[src/rtl/pc_gen_pkg.sv]
// Shared encodings for the PC generator: next-PC source select and control FSM states.
package pc_gen_pkg;

  typedef enum logic [1:0] {
    PC_SEQ    = 2'b00,
    PC_BRANCH = 2'b01,
    PC_JALR   = 2'b10,
    PC_MRET   = 2'b11
  } pc_sel_e;

  typedef enum logic [1:0] {
    ST_BOOT      = 2'b00,
    ST_RUN       = 2'b01,
    ST_TRAP_PEND = 2'b10
  } pc_state_e;

  localparam int unsigned PC_STEP = 4;

endpackage

[src/rtl/pc_target_mux.sv]
// Combinational next-PC target select and adders. With PC_MISALIGN_TRAP_EN the raw
// target is passed through and misalignment is flagged; otherwise targets are word-forced.
module pc_target_mux
  import pc_gen_pkg::*;
#(
  parameter int unsigned XLEN = 32
) (
  input  logic [XLEN-1:0] pc,
  input  logic [1:0]      pc_sel,
  input  logic [XLEN-1:0] imm_ext,
  input  logic [XLEN-1:0] rs1,
  input  logic [XLEN-1:0] epc,
  output logic [XLEN-1:0] pc_plus4,
  output logic [XLEN-1:0] target,
  output logic            misalign
);

  logic [XLEN-1:0] raw;
  logic            is_jump;

  assign pc_plus4 = pc + XLEN'(PC_STEP);

  always_comb begin
    raw     = pc_plus4;
    is_jump = 1'b0;
    case (pc_sel)
      PC_SEQ:    raw = pc_plus4;
      PC_BRANCH: begin raw = pc + imm_ext; is_jump = 1'b1; end
      PC_JALR:   begin raw = (rs1 + imm_ext) & ~XLEN'(1); is_jump = 1'b1; end
      PC_MRET:   raw = epc;
      default:   raw = pc_plus4;
    endcase
  end

`ifdef PC_MISALIGN_TRAP_EN
  assign target   = raw;
  assign misalign = is_jump & raw[1];
`else
  // Branch/JALR targets are snapped to a word boundary instead of trapping.
  assign target   = is_jump ? {raw[XLEN-1:2], 2'b00} : raw;
  assign misalign = 1'b0;
`endif

endmodule

[src/rtl/pc_gen_unit.sv]
// Program counter generator: BOOT/RUN/TRAP_PEND control, trap entry/return and redirect.
// Misaligned branch/JALR targets trap only when PC_MISALIGN_TRAP_EN is defined.
module pc_gen_unit
  import pc_gen_pkg::*;
#(
  parameter int unsigned     XLEN         = 32,
  parameter logic [XLEN-1:0] RESET_VECTOR = '0,
  parameter logic [XLEN-1:0] TRAP_VECTOR  = XLEN'(32'h0000_0100)
) (
  input  logic            clk,
  input  logic            areset,
  input  logic            load,
  input  logic [1:0]      pc_sel,
  input  logic [XLEN-1:0] ImmExt,
  input  logic [XLEN-1:0] rs1,
  input  logic            trap_req,
  output logic [XLEN-1:0] PC,
  output logic [XLEN-1:0] pc_plus4,
  output logic [XLEN-1:0] epc,
  output logic            redirect,
  output logic            misalign
);

  pc_state_e       state_q, state_d;
  logic [XLEN-1:0] pc_q, pc_d;
  logic [XLEN-1:0] epc_q, epc_d;
  logic            redirect_q, redirect_d;
  logic            misalign_q, misalign_d;
  logic [XLEN-1:0] target;
  logic            tgt_mis;

  pc_target_mux #(.XLEN(XLEN)) u_mux (
    .pc       (pc_q),
    .pc_sel   (pc_sel),
    .imm_ext  (ImmExt),
    .rs1      (rs1),
    .epc      (epc_q),
    .pc_plus4 (pc_plus4),
    .target   (target),
    .misalign (tgt_mis)
  );

  always_comb begin
    state_d    = state_q;
    pc_d       = pc_q;
    epc_d      = epc_q;
    redirect_d = 1'b0;
    misalign_d = 1'b0;
    case (state_q)
      ST_BOOT: state_d = ST_RUN;
      ST_RUN: begin
        if (load) begin
          if (trap_req || tgt_mis) begin
            epc_d      = pc_q;
            pc_d       = TRAP_VECTOR;
            redirect_d = 1'b1;
            misalign_d = tgt_mis & ~trap_req;
          end else begin
            pc_d       = target;
            redirect_d = (pc_sel != PC_SEQ);
          end
        end else if (trap_req) begin
          state_d = ST_TRAP_PEND;
        end
      end
      ST_TRAP_PEND: begin
        // epc is the PC held through the stall, not the one at request time (same value).
        if (load) begin
          epc_d      = pc_q;
          pc_d       = TRAP_VECTOR;
          redirect_d = 1'b1;
          state_d    = ST_RUN;
        end
      end
      default: state_d = ST_BOOT;
    endcase
  end

  always_ff @(posedge clk) begin
    if (!areset) begin
      state_q    <= ST_BOOT;
      pc_q       <= RESET_VECTOR;
      epc_q      <= '0;
      redirect_q <= 1'b0;
      misalign_q <= 1'b0;
    end else begin
      state_q    <= state_d;
      pc_q       <= pc_d;
      epc_q      <= epc_d;
      redirect_q <= redirect_d;
      misalign_q <= misalign_d;
    end
  end

  assign PC       = pc_q;
  assign epc      = epc_q;
  assign redirect = redirect_q;
  assign misalign = misalign_q;

endmodule
[config.mk]
export PLATFORM = sky130hd
export DESIGN_NAME = pc_gen_unit
export DESIGN_NICKNAME = d
export VERILOG_FILES = /design/src/rtl/pc_gen_pkg.sv /design/src/rtl/pc_target_mux.sv /design/src/rtl/pc_gen_unit.sv
export SDC_FILE = /design/constraint.sdc
export NUM_CORES = 1
export LEC_CHECK = 0
export CAP_MARGIN = 10
export CORE_MARGIN = 3
export CORE_UTILIZATION = 39
export DETAILED_ROUTE_END_ITERATION = 10
export SLEW_MARGIN = 20
export SYNTH_ARGS = -nofsm -noshare
export SYNTH_HDL_FRONTEND = slang
export SYNTH_HIERARCHICAL = 1
export SYNTH_SLANG_ARGS = --single-unit
[constraint.sdc]
create_clock -name clk -period 4.4 [get_ports clk]
set_input_delay 0.88 -clock clk [delete_from_list [all_inputs] [get_ports clk]]
set_output_delay 0.88 -clock clk [all_outputs]
set_load 0.02 [all_outputs]
---- After elaboration in Yosys (flattened, before gate mapping) ----
Cells that the tools add are included.
operators by class
  add/sub/neg operators ................... 3
  eq/ne operators ......................... 9
  multiplexer cells ....................... 19
  reductions and logical operators ........ 8
operators with widths
  kind                   number
  $mux 32                6
  $pmux 32 s2            2
  $pmux 32 s4            1
  $add 32x32->32         2
  $add 32x3->32 const B  1
  $mux 2                 4
  $ne 2x2->1 const B     4
  $eq 2x2->1 const B     3
  $pmux 2 s3             1
  $reduce_and 3->1       2
  $eq 2x1->1 const B     2
  $logic_not 2->1        2
  $mux 1                 4
  $reduce_and 4->1       1
  $reduce_bool 2->1      2
  $pmux 1 s2             1
  $reduce_or 2->1        1
word-level totals
  flip-flop bits (word level) ............. 67
  input port bits ......................... 70
  output and inout bits ................... 98
  word-level logic and storage cells ...... 43

---- Longest topological paths before layout ----
Gate-level depths: netlist of the first run.
  depth in word-level cells ............... 7
  gate-level depth with buffers ........... 15
  depth with buffers taken out ............ 15

---- Modules after synthesis ----
Netlist of the first run, hierarchy kept.
by module, submodules not included
  module         instances  cells each  area each (µm²)  seq. area each (µm²)
  pc_target_mux  1          668         4559.4           0.0
  pc_gen_unit    1          308         2738.9           1361.3

---- Worst setup path after synthesis of the first run ----
OpenSTA, ideal clock, no wires.
  path kind ............................... input port to flip-flop
  start ................................... input rs1[5]
  end ..................................... register pc_q[29], in the netlist PC[29]
  setup time .............................. 0.076 ns
  data arrival time ....................... 3.207 ns
  required time ........................... 4.324 ns
  setup slack ............................. 1.118 ns
  stages on the path ...................... 13
  path buffers ............................ 0
  path through ............................ ha_1 -> a21o_1 -> a221o_1 -> nor3_2 -> o31ai_2 -> a21oi_2 -> o21ai_1 -> a221oi_1 -> xnor2_1 -> nand2_1 -> a31oi_1 -> nand3_1 -> a21boi_0
between the ends
  cells in the longest elaborated chain, start to end .. 5
ends and longest elaborated chain
  element                 RTL line             RTL
  start: declaration      pc_gen_unit.sv:15    input logic [XLEN-1:0] rs1,
  $add 32x32->32          pc_target_mux.sv:29  PC_JALR: begin raw = (rs1 + imm_ext) & ~XLEN'(1); is_jump = 1'b1; end
  $pmux 32 s4             pc_target_mux.sv:26  case (pc_sel)
  net target[29]          pc_gen_unit.sv:29    logic [XLEN-1:0] target;
  $mux 32                 pc_gen_unit.sv:53    if (trap_req || tgt_mis) begin
  $mux 32                 pc_gen_unit.sv:52    if (load) begin
  $pmux 32 s2             pc_gen_unit.sv:49    case (state_q)
  end signal: assignment  pc_gen_unit.sv:88    pc_q <= pc_d;
  end: declaration        pc_gen_unit.sv:25    logic [XLEN-1:0] pc_q, pc_d;
The timed path passes the listed nets, and every way through them passes these cells. The select of a mux whose other input is x is not followed.
A chain may end at the register's enable or synchronous reset.

---- Worst setup path in the final report of the first run ----
  start ................................... register pc_q[8], in the netlist PC[8]
  end ..................................... output pc_plus4[29]
between the ends
  cells in the longest elaborated chain, start to end .. 1
ends and longest elaborated chain
  element           RTL line             RTL
  $add 32x3->32     pc_target_mux.sv:21  assign pc_plus4 = pc + XLEN'(PC_STEP);
  end: declaration  pc_gen_unit.sv:18    output logic [XLEN-1:0] pc_plus4,
Every way passes these cells.

==> results.txt, run 1 <==
- Data on the critical path is required at its endpoint by 3.52 ns.
- Hold repair after CTS inserted 0 buffers.
- Final hold analysis gives a worst-case slack of 0.4732 ns.
- Synthesis produced a netlist whose cell count is 976.
* Source of the critical timing path: PC[8]
- Initial core utilization: 40.22%
- Clock tree synthesis selected as its root buffer the cell sky130_fd_sc_hd__clkbuf_16.
- In this run the number of H-tree levels came out at 3.
* Endpoint type of the worst setup path: output pin
* Die span in y: 142.8 um
- Post-route cell area: 0.009563 mm2
- During synthesis, Yosys emitted a total of 6 warnings.
* Wire length per cell after detailed routing: 19.18 um
- Terminus of the critical flop-to-flop path: PC[24]
- The critical path is of the register to output pin type.
- Traced cell by cell, the critical path runs through nand4_1 > nor4_2 > buf_4 > nand2_1 > nor3_1 > and3_1 > xor2_1 > clkdlybuf4s50_1.
- Total via count after detailed routing: 7,868
- Critical hold path startpoint: epc[4]
* Share of synthesized cell area in and, or, nand and nor gates: 22.17%
- The worst path uses 96.33% of the clock period.
* Initial DRC count: 839
* Post-Syn Nets: about 1,100
* Clock Sink Count: 68
* Post-synthesis average cell area: 7.478 um2
* Adder and majority gate portion of the synthesized area: 12.38%
* Count of buffers inserted at the top-level ports: 167
- Cell count of the worst reg-to-reg path: 15
- TritonCTS built the clock tree.
- The tool flagged a number of max-cap violations equal to 0.
- Worst hold path depth: 2
- Dividing the detail-routed via count by the number of cells gives a little under 6.
- Period minus WS final: 4.239 ns
- Setup total negative slack on the finished layout was measured at 0 ns.
- Slew at the pin with the worst max-slew slack: 1.065 ns
- Drt pass-1 iters: 6
* Type of origin of the critical path: register
- In the final design database the tool counted 1,271 nets.
* Arrival @ worst endpoint: 3.36 ns
* Number of max-slew violations in the final report: 0
* Num CTS Buffers: 9
- Derived from the worst setup path, the maximum achievable clock frequency is 235.9 MHz.
* First-pass GRT wire length: 41.39 mm
- Of all flip-flops after synthesis, the portion carrying an async set or reset was 0%.
- Among all flip-flop cells after synthesis, the most frequent one is sky130_fd_sc_hd__dfxtp_1.
- Number of flops mapped to enable cells by yosys: 0
- Number of global-route vias before repair: 7,495
- Summing the areas of all xor and xnor instances in the mapped netlist gives under 10% of the synthesized area.
- The die is 142.8 um wide.
- Remaining global-route overflow: 0
- Number of storage elements in the synthesis netlist: between 60 and 70
* Hold worst-path end: epc[4]
* Post-CTS resize count: 0
- IR drop worst, VDD: 191.4 uV
- Share of cell area taken by muxes after synthesis: ~4.8%
* Final total power: 2.175 mW
- Post-detailed-route DRC marker count: 0
- Global routing used 25.43% of the available tracks across all layers.
* Initial antenna violation count: 0
* Register area share after synthesis: 18.65%
- Antenna-violating nets left: 0
- Slowest stage cell, crit path: sky130_fd_sc_hd__clkdlybuf4s50_1
- The die covers roughly 0.02 mm2.
* N_diodes: 0
- Clock-pin slew was measured on the worst setup and hold paths at around 0.070 ns.
- RePlAce Congestion: 0.9649
- Cell area after placement: 0.009239 mm2
- Worst clock skew: about 0.012 ns
- Leak Pwr: 3.828 nW
* Maximum number of pins on one net before global-route repair: between 40 and 50
- Setup repair after global routing left no endpoint under its margin.
* Maximum clock path buffer count: 2
- For flop-to-flop paths, the worst setup slack is 1.10 ns.
- The worst pin sits at a relative slew slack of 28.70%.
- The area growth from synthesis to layout is 31.03%.
* CORE AREA: 0.01815 mm2
- Of the cells placed in the final design, the portion with a size suffix greater than 1 is 6.608%.
- Setup-failing EPs final: 0
* Count of endpoints failing hold in the final timing report: 0
- 168 I/O pins were placed.
* Dominant combinational cell family by area after synthesis: compound AO/OA/AOI/OAI gates
- Finished Core Util: between 50% and 60%
- In this run the core area contains ~50 standard-cell rows.
- Summing the areas of all compound-gate instances in the mapped netlist gives 27.40% of the synthesized area.
- Origin of the critical flop-to-flop path: PC[0]
- Status: completed
* Synthesized area: between 0.007 and 0.008 mm2
- Stage delay of the slowest cell on the critical path: 0.65 ns
- Placed wire-length estimate after detailed placement: 19.47 mm
- Clock latency on the worst-skew pair, taken at its later pin, is around 0.35 ns.
- In this run, distinct cell masters in the synthesized netlist total 68.
- Maximum fanout along the worst path: 8
- Dividing total power by cell area gives a power density of ~230 mW/mm2.
- In this run the worst hold path is classified as register to register.
* Detailed Route WL: 26.16 mm
==> cells in the mapped netlist, types with 4 or more instances <==
cell type                     n  area share [%]
sky130_fd_sc_hd__a211oi_1     5            0.51
sky130_fd_sc_hd__a21boi_0    27             2.8
sky130_fd_sc_hd__a21boi_1     7            0.72
sky130_fd_sc_hd__a21o_1      28             2.9
sky130_fd_sc_hd__a21oi_1     77             5.3
sky130_fd_sc_hd__a21oi_2      5            0.60
sky130_fd_sc_hd__a221oi_1     9             1.1
sky130_fd_sc_hd__a222oi_1    14             1.9
sky130_fd_sc_hd__a22oi_1      5            0.51
sky130_fd_sc_hd__a2bb2oi_1    6            0.72
sky130_fd_sc_hd__a31oi_1      8            0.69
sky130_fd_sc_hd__and2_1       4            0.34
sky130_fd_sc_hd__and3_1      12             1.0
sky130_fd_sc_hd__and4_1       6            0.72
sky130_fd_sc_hd__buf_2       14            0.96
sky130_fd_sc_hd__buf_6        4            0.62
sky130_fd_sc_hd__clkbuf_1    32             1.6
sky130_fd_sc_hd__dfxtp_1     68              19
sky130_fd_sc_hd__ha_1        69              12
sky130_fd_sc_hd__inv_1       31             1.6
sky130_fd_sc_hd__mux2i_1     34             4.7
sky130_fd_sc_hd__nand2_1    153             7.9
sky130_fd_sc_hd__nand2b_1    14             1.2
sky130_fd_sc_hd__nand3_1     63             4.3
sky130_fd_sc_hd__nand4_1     12             1.0
sky130_fd_sc_hd__nor2_1      52             2.7
sky130_fd_sc_hd__nor2b_1     10            0.86
sky130_fd_sc_hd__nor3_1       9            0.62
sky130_fd_sc_hd__o211ai_1     5            0.51
sky130_fd_sc_hd__o21a_1      12             1.2
sky130_fd_sc_hd__o21ai_0     38             2.6
sky130_fd_sc_hd__o21ai_1      4            0.27
sky130_fd_sc_hd__o21bai_1     7            0.72
sky130_fd_sc_hd__o31ai_2      5            0.86
sky130_fd_sc_hd__or3_1        5            0.43
sky130_fd_sc_hd__xnor2_1     48             5.8
sky130_fd_sc_hd__xor2_1      30             3.6
==> layer usage <==
layer | GRT usage, % | wire [um] | vias to the layer above
met2 | 41.15 | 12130 | 278
met1 | 35.46 | 12150 | 3716
met5 | 0 | 0 | -
met4 | 6.753 | 440 | 0
met3 | 3.751 | 1437 | 28
li1 | - | - | 3846
==> cells in the final DEF, fill, tap and decap left out, drive strengths merged, types with 34 or more instances in the layout <==
cell and instances:
nor2 52, clkdlybuf4s50 166, nand2 153, ha 69, a21boi 34, o21ai 45, nand3 63, xnor2 48
a21oi 82, mux2i 34, dfxtp 68
==> critical path, delay by kind of cell, from the launching register on <==
kind / cells / cell delay (ns)
AND/OR/NAND/NOR: 5 / 1.44
buffers and inverters: 2 / 0.82
XOR/XNOR: 1 / 0.19
flip-flops: 1 / 0.55
==> logic make-up (layout without fill, tap and decap cells) <==
family / Yosys count / in the layout
other cells: 1 / 1
buf+inv: 85 / 244
mux: 35 / 35
fa+ha+maj: 71 / 71
simple gates: 349 / 349
compound gates: 289 / 289
flops: 68 / 68
xor+xnor: 78 / 78
==> power by group <==
group	total, mW	internal [mW]	leakage (nW)	switching, mW
registers	0.640	0.625	0.549	0.0142
logic	0.732	0.316	3.12	0.416
clock network	0.803	0.495	0.155	0.309
==> state kept, by name, indices dropped and copies added, names as in the netlist <==
register and flops:
PC 32, epc 32, state_q 2, misalign 1, redirect 1
==> metrics by stage <==
stage	instances	worst slack, ns
final	1364	0.1615
after global routing	1364	0.02975
after CTS	1363	0.1855
after detailed placement	1347	0.2031
after global placement	1347	0.2282
after floorplan	976	1.118
==> what timing repair did <==
action / in CTS / in global routing
endpoints found under the hold margin: 0 / 0
buffers inserted: 0 / 1
setup endpoints to repair: 0 / 1
==> how the worst max path moves through the flow <==
| stage | endpoint | slack [ns] |
|---|---|---|
| after floorplan | PC[29] | 1.12 |
| after global placement | PC[24] | 0.23 |
| after CTS | pc_plus4[28] | 0.19 |
| after detailed placement | PC[30] | 0.20 |
| after global routing | pc_plus4[29] | 0.03 |
| final | pc_plus4[29] | 0.16 |
==> cell type report <==
cell class / instances / area (um2)
clock inverter: 7 / 91.34
clock buffer: 9 / 225.2
inverter: 31 / 116.4
timing repair buffer: 197 / 1904
tap: 229 / 286.5
sequential: 68 / 1361
multi-input combinational: 823 / 5578
fill: 1803 / 8584
Power figures use the tool's default switching activity.
==> inputs of run 2 (changes only) <==
CORE_ASPECT_RATIO = 1.1   (was not set)
==> run 2 against run 1 <==
  * Routed wire length increased by 0.85%
  * Sequential share of layout area decreased by 0.076 points
  * Critical endpoint is now pc_plus4[25]
  * Die area about the same
==> results.txt, run 2 (same netlist as run 1, synthesis figures left out) <==
- The largest single stage delay on the critical path is 0.69 ns.
- The final hold violation count is 0.
- Wire length per cell after detailed routing: 19.21 um
* Clock Sink Count: 68
- Placed insts: about 1,400
- After clock tree synthesis, the setup repair step added 0 buffers.
* Overall die area: 0.02039 mm2
- The clock passes through at most 2 buffers.
- For this run, the detailed router's first-pass iteration total came to 5.
- Number of global-route vias before repair: about 7,500
- In this run the standard cell core region covers approximately 0.018 mm2.
- Together, buffers and inverters on the worst path number 2.
- Post-detailed-route via-to-cell ratio: about 5.7
- Maximum number of pins on one net before global-route repair: 101
- The worst hold path terminates at epc[0].
- Period minus WS final: approximately 4.2 ns
- Combined global-route utilization of all metal layers: between 20% and 30%
- For the worst setup path, the data arrival time is 3.29 ns.
- Nets@finish: 1,271
- Cells along the critical path: nand3_1 > nor4_4 > nand2_1 > buf_4 > nor2_1 > nand2_1 > xnor2_1 > clkdlybuf4s50_1
- The path class of the tightest hold or removal check is register to register.
* Remaining global-route overflow: 0
- Family with the most delay on the worst path: simple AND/OR/NAND/NOR gates
- Initial antenna violation count: 0
- Number of placement rows: 51
* Die span in y: 149.5 um
- The worst setup path is captured at an output pin.
- The internal power of the cells totals 1.503 mW.
* Post-detailed-route DRC marker count: 0
* IR drop worst, VDD: about 180 uV
* Final standard cell count with taps included and fillers excluded: about 1,400
* Count of buffers inserted at the top-level ports: between 150 and 200
* Category of the critical setup timing path: register to output pin
- Clock tree synthesis inserted a total of 9 buffers.
- For the pin with the worst max-slew slack, the measured transition is roughly 1.1 ns.
* Clock edge transition at the registers on the reported setup and hold paths: around 0.060 ns
- Leaving out fill and tap cells, the most frequent cell in the layout is sky130_fd_sc_hd__clkdlybuf4s50_1.
- Derived from the worst setup path, the maximum achievable clock frequency is 239.6 MHz.
- Type of origin of the critical path: register
* Post-route cell area: ~0.0096 mm2
* Status: completed
* Setup TNS after final layout: 0 ns
- The worst hold path begins at epc[0].
* Horiz. Die Dim: 136.4 um
- Switching fraction of total power: 33.46%
* Clock latency on the worst-skew pair: 0.35 ns
- H-tree level count: 3
- Hold timing on the final database bottoms out at a slack of 0.4770 ns.
- Top metal layer carrying routed signals: met4
- Detailed Route WL: ~26 mm
- Number of primary I/O pins: 168
- Routability-driven placement finished with a final weighted congestion of approximately 0.91.
- The detailed router put a total of 11.77 mm of wire on met1.
- Total via count after detailed routing: 7,850
- The repair_antennas step left the layout with diodes totalling 0.
- Initial DRC count: 709
- Antenna-violating nets left: 0
- Of all nets on the critical path, the largest fanout is 7.
* Cell count of the worst reg-to-reg path: 14
* Total met3 wirelength after detailed routing: 1.785 mm
* P per Cell Area: 234.9 mW/mm2
- Finished Core Util: 53.24%
- The filler cells instantiated in the layout total ~1,800.
* Most frequent cells in the layout: 166 x sky130_fd_sc_hd__clkdlybuf4s50_1, 153 x sky130_fd_sc_hd__nand2_1, 77 x sky130_fd_sc_hd__a21oi_1
- CP Data Required Time: 3.52 ns
- Slowest stage cell, crit path: sky130_fd_sc_hd__clkdlybuf4s50_1
* First-pass GRT wire length: slightly above 40 mm
* Worst setup slack for register-to-register paths: 1.01 ns
- Final total power: around 2.3 mW
- Counting instances, the worst hold path has a depth of 2.
* Leak Pwr: 3.850 nW
- Detailed placement finished with a half-perimeter wire length of 19.43 mm.
- Registers are responsible for 28.2% of the overall power.
* Cell area after placement: around 0.009 mm2
- Terminus of the critical flop-to-flop path: PC[27]
- Fraction of layout cells with a size suffix above 1: 6.608%
- Worst clock skew: about 0.0055 ns
- Timing analysis after detailed placement gives a worst setup slack of 0.1947 ns.
* Clock root buffer: sky130_fd_sc_hd__clkbuf_16
- Power dissipated by switching net loads: 0.7558 mW
- Max-cap violations in this run came to 0.
* Layout area overhead: 31.73%
* TritonCTS clock tree: built
- The initial utilization of the core area, before any placement, comes to 40.41%.
* Relative slew slack: about a quarter
- Counting stages on the worst path, the most repeated cell is sky130_fd_sc_hd__nand2_1.
* Origin of the critical flop-to-flop path: PC[5]
- Clock power share: 39.1%
- Met2 WL post-DR: roughly 12 mm
- Setup-failing EPs final: 0
- Across all setup checks in the final design, the least slack found is 0.2265 ns.
- Per report_power, the combinational group accounts for approximately a third of the total.
* Final cycle utilization of the critical path: 94.85%
* Number of max-slew violations in the final report: 0
-- run 2: cell count changes in the layout (fill, tap and decap cells not counted), sizes merged --
cell      change
bufinv        +1
inv           +2
clkinvlp      +1
clkinv        -4
-- run 2: area by class of cell --
cell class | count | area (um2) | share of cell area, %
tap | 238 | 297.8 | 3.097
clock buffer | 9 | 225.2 | 2.343
sequential | 68 | 1361 | 14.16
multi-input combinational | 823 | 5587 | 58.11
timing repair buffer | 197 | 1904 | 19.81
clock inverter | 7 | 122.6 | 1.275
inverter | 31 | 116.4 | 1.210
-- run 2: how the worst max path moves through the flow --
stage / startpoint / to / slack, ns / depth (start not counted)
2_1_floorplan: rs1[5] / PC[29] / 1.12 / 13
4_1_cts: PC[6] / pc_plus4[29] / 0.12 / 7
3_5_place_dp: ImmExt[0] / PC[24] / 0.19 / 16
5_1_grt: PC[6] / pc_plus4[29] / -0.02 / 7
3_3_place_gp: ImmExt[0] / PC[24] / 0.17 / 16
6_report: PC[6] / pc_plus4[25] / 0.23 / 8
-- run 2: repair_timing --
action / 4_1_cts / 5_1_grt
hold buffers: 0 / 0
gates resized for setup: 0 / 1
endpoints found under the setup margin: 0 / 2
-- run 2: per-layer routing --
layer,GRT usage [%],up-vias
met2,42.67,302
met1,34.78,3667
met5,0,-
met3,4.976,41
met4,5.595,0
li1,-,3840
-- run 2: worst reg2reg max path, stage by stage (launching register included) --
cell	delay, ns
sky130_fd_sc_hd__dfxtp_1	0.35
sky130_fd_sc_hd__buf_4	0.17
sky130_fd_sc_hd__ha_1	0.42
sky130_fd_sc_hd__nand4_1	0.12
sky130_fd_sc_hd__and3_1	0.21
sky130_fd_sc_hd__o21ai_2	0.12
sky130_fd_sc_hd__a21oi_2	0.12
sky130_fd_sc_hd__o31ai_2	0.33
sky130_fd_sc_hd__a31oi_1	0.20
sky130_fd_sc_hd__o31ai_2	0.43
sky130_fd_sc_hd__xor2_1	0.14
sky130_fd_sc_hd__a222oi_1	0.36
sky130_fd_sc_hd__a21oi_1	0.13
sky130_fd_sc_hd__nand3_1	0.09
sky130_fd_sc_hd__a21boi_0	0.08
-- run 2: power groups by stage --
stage	combinational (mW)	clock, mW	sequential, mW
2_1_floorplan	0.475	0	0.660
3_3_place_gp	0.729	0	0.650
3_5_place_dp	0.726	0	0.650
4_1_cts	0.732	0.905	0.636
5_1_grt	0.802	0.930	0.638
6_report	0.739	0.884	0.637
==> inputs of run 3 (changes only) <==
CTS_BUF_LIST = sky130_fd_sc_hd__clkbuf_2 sky130_fd_sc_hd__clkbuf_4 sky130_fd_sc_hd__clkbuf_8   (was not set)
==> run 3 against run 2 <==
  * Die area stayed put
  * Hold slack improved by 0.0040 ns
  * First-iteration DRC count down 6.3%
  * Combinational power barely moved
  * Routed wire length hardly changed
  * Total power shrank 8.8%
  * Sequential power hardly changed
==> results.txt, run 3 (same netlist as run 1, synthesis figures left out) <==
- The run finished with clean final reports.
- Post-CTS resize count: 0
- P per Cell Area: 216.4 mW/mm2
- CTS saw between 60 and 70 sinks.
- TritonCTS clock tree: built
- Setup TNS after final layout: 0 ns
* Cell-internal power: 1.324 mW
* CP Data Required Time: 3.52 ns
* Detailed Route WL: 26.37 mm
* Met2 global-route usage: 42.59%
* Endpoint type of the worst setup path: output pin
- Setup repair after global routing left no endpoint under its margin.
- For this run, design rule violations remaining after detail routing come to 0.
- 0 antenna diodes ended up in the layout.
- Once the floorplan was initialized, standard cells occupied slightly above 40% of the core.
* Type of origin of the critical path: register
- Filler cell count: 1,831
* First-pass GRT wire length: about 41 mm
* Placed wire-length estimate after detailed placement: 19.43 mm
- Setup Buffers After CTS: 0
* FF+latch area: 0.001361 mm2
- In the finished design, the share of the clock period the worst path needs comes to 96.18%.
* Grt met3 use: 4.438%
- Maximum clock path buffer count: 2
- For this design the total switching power over the nets is 0.7349 mW.
- Counting the buffers created by CTS gives 9.
- Fraction of layout cells with a size suffix above 1: 6.696%
- The number of slew-limit violations in the final report came to 0.
* Final standard cell count with taps included and fillers excluded: 1,373
- Leak Pwr: 3.804 nW
- In the final layout, the multi-input gates occupy 0.005592 mm2.
- Wire length per cell after detailed routing: 19.21 um
* Placed insts: 1,357
* Horiz. Die Dim: 136.4 um
- The via count of the first global-routing pass was 7,540.
* Combinational fraction of design power: about 36%
- Clock root buffer: sky130_fd_sc_hd__clkbuf_8
- Met1 Use GR: approximately a third
- Arrival @ worst endpoint: 3.35 ns
- The first detailed-routing pass ran for 9 iterations.
* Relative slew slack: 27.50%
- Number of buffers inserted by hold repair at cts: 0
- After clock tree synthesis, the clock-pin slew on the worst setup and hold paths is 0.09 ns.
* Clock power share: 33.3%
- Initial antenna violation count: 0
- CORE AREA: approximately 0.018 mm2
* Count of endpoints failing hold in the final timing report: 0
- Grt peak-use layer: met2
* Overall die area: roughly 0.020 mm2
- Clock latency on the worst-skew pair, taken at its later pin, is 0.38 ns.
* Antenna-violating nets left: 0
- Flop pwr share: between 30% and 40%
- Across the run, the number of max-cap violations was 0.
* Combined global-route utilization of all metal layers: 25.73%
* Hold WC Path Type: register to register
- Most frequent cells in the layout: 166 x sky130_fd_sc_hd__clkdlybuf4s50_1, 153 x sky130_fd_sc_hd__nand2_1, 77 x sky130_fd_sc_hd__a21oi_1
- Highest clock rate: 236.3 MHz
- Nets@finish: around 1,300
- Remaining global-route overflow: 0
* Switching fraction of total power: 35.69%
- Count of buffers inserted at the top-level ports: 167
- The floorplan has slightly above 50 rows.
- In this run the worst path has a maximum fanout of 3.
- Summing over every cut layer, the via total after detailed routing is just under 8,000.
- Initial DRC count: 664
- RePlAce Congestion: 0.9086
* Period minus WS final: 4.232 ns
- Setup violations remaining at the end of the flow were counted as 0.
- The clock arrives with 0.006594 ns of skew.
- Slew at the pin with the worst max-slew slack: 1.083 ns
* Die span in y: 149.5 um
- Layout area overhead: 30.41%
* Maximum number of pins on one net before global-route repair: 101
- Category of the critical setup timing path: register to output pin
- During I/O placement, the number of pins put on the boundary was 168.
- The library cell used most frequently in the layout, excluding fill and tap cells, is sky130_fd_sc_hd__clkdlybuf4s50_1.
- IR analysis of the VDD net gives a maximum drop of 146.4 uV.
- The clock tree synthesis step divided the H-tree into 3 levels.
- Post-detailed-route via-to-cell ratio: 5.717
run 3: critical path, stage by stage, from the launching register on:
cell	delay, ns
sky130_fd_sc_hd__dfxtp_1	0.35
sky130_fd_sc_hd__ha_1	0.24
sky130_fd_sc_hd__nand4_1	0.25
sky130_fd_sc_hd__nor3_2	0.35
sky130_fd_sc_hd__nand2_1	0.23
sky130_fd_sc_hd__or3_1	0.46
sky130_fd_sc_hd__nor2_1	0.13
sky130_fd_sc_hd__xor2_1	0.28
sky130_fd_sc_hd__clkdlybuf4s50_1	0.67
run 3: final cells by class:
class,count,share of cell area [%]
clock buffers,9,1.301
well taps,238,3.129
repair buffers,197,20.01
inverters,31,1.223
multi-input cells,823,58.75
flip-flops and latches,68,14.30
clock inverters,7,1.288
run 3: stage by stage:
stage | util [%] | setup slack (ns) | hold slack [ns] | power (mW) | area (um2)
global route | 52.71 | 0.03928 | 0.5026 | 2.166 | 9518
detailed placement | 51.26 | 0.1947 | 0.4680 | 1.377 | 9258
floorplan | - | 1.118 | 0.4740 | 1.135 | 7298
CTS | 52.63 | 0.07984 | 0.4839 | 2.071 | 9504
finish | 52.71 | 0.1680 | 0.4810 | 2.059 | 9518
global placement | 51.26 | 0.1713 | 0.4638 | 1.379 | 9258
run 3: power groups by stage:
stage                     combinational, mW  sequential (mW)  clock, mW
after floorplan                       0.475            0.660          0
after global placement                0.729            0.650          0
after detailed placement              0.726            0.650          0
after CTS                             0.731            0.636      0.704
after global routing                  0.802            0.638      0.727
final                                 0.738            0.636      0.686
run 3: final timing paths:
kind / from / to / slack, ns / depth (start not counted)
setup / recovery: PC[3] / pc_plus4[28] / 0.17 / 8
hold / removal: epc[0] / epc[0] / 0.48 / 2
setup reg to reg: PC[5] / PC[27] / 1.03 / 14
hold reg to reg: epc[0] / epc[0] / 0.48 / 2
run 3: metal layers:
layer | up-vias | wire length, um | share of wire [%]
li1 | 3843 | - | -
met1 | 3676 | 11670 | 44
met2 | 294 | 12450 | 47
met3 | 37 | 1717 | 6.5
met4 | 0 | 529 | 2.0
met5 | - | 0 | 0
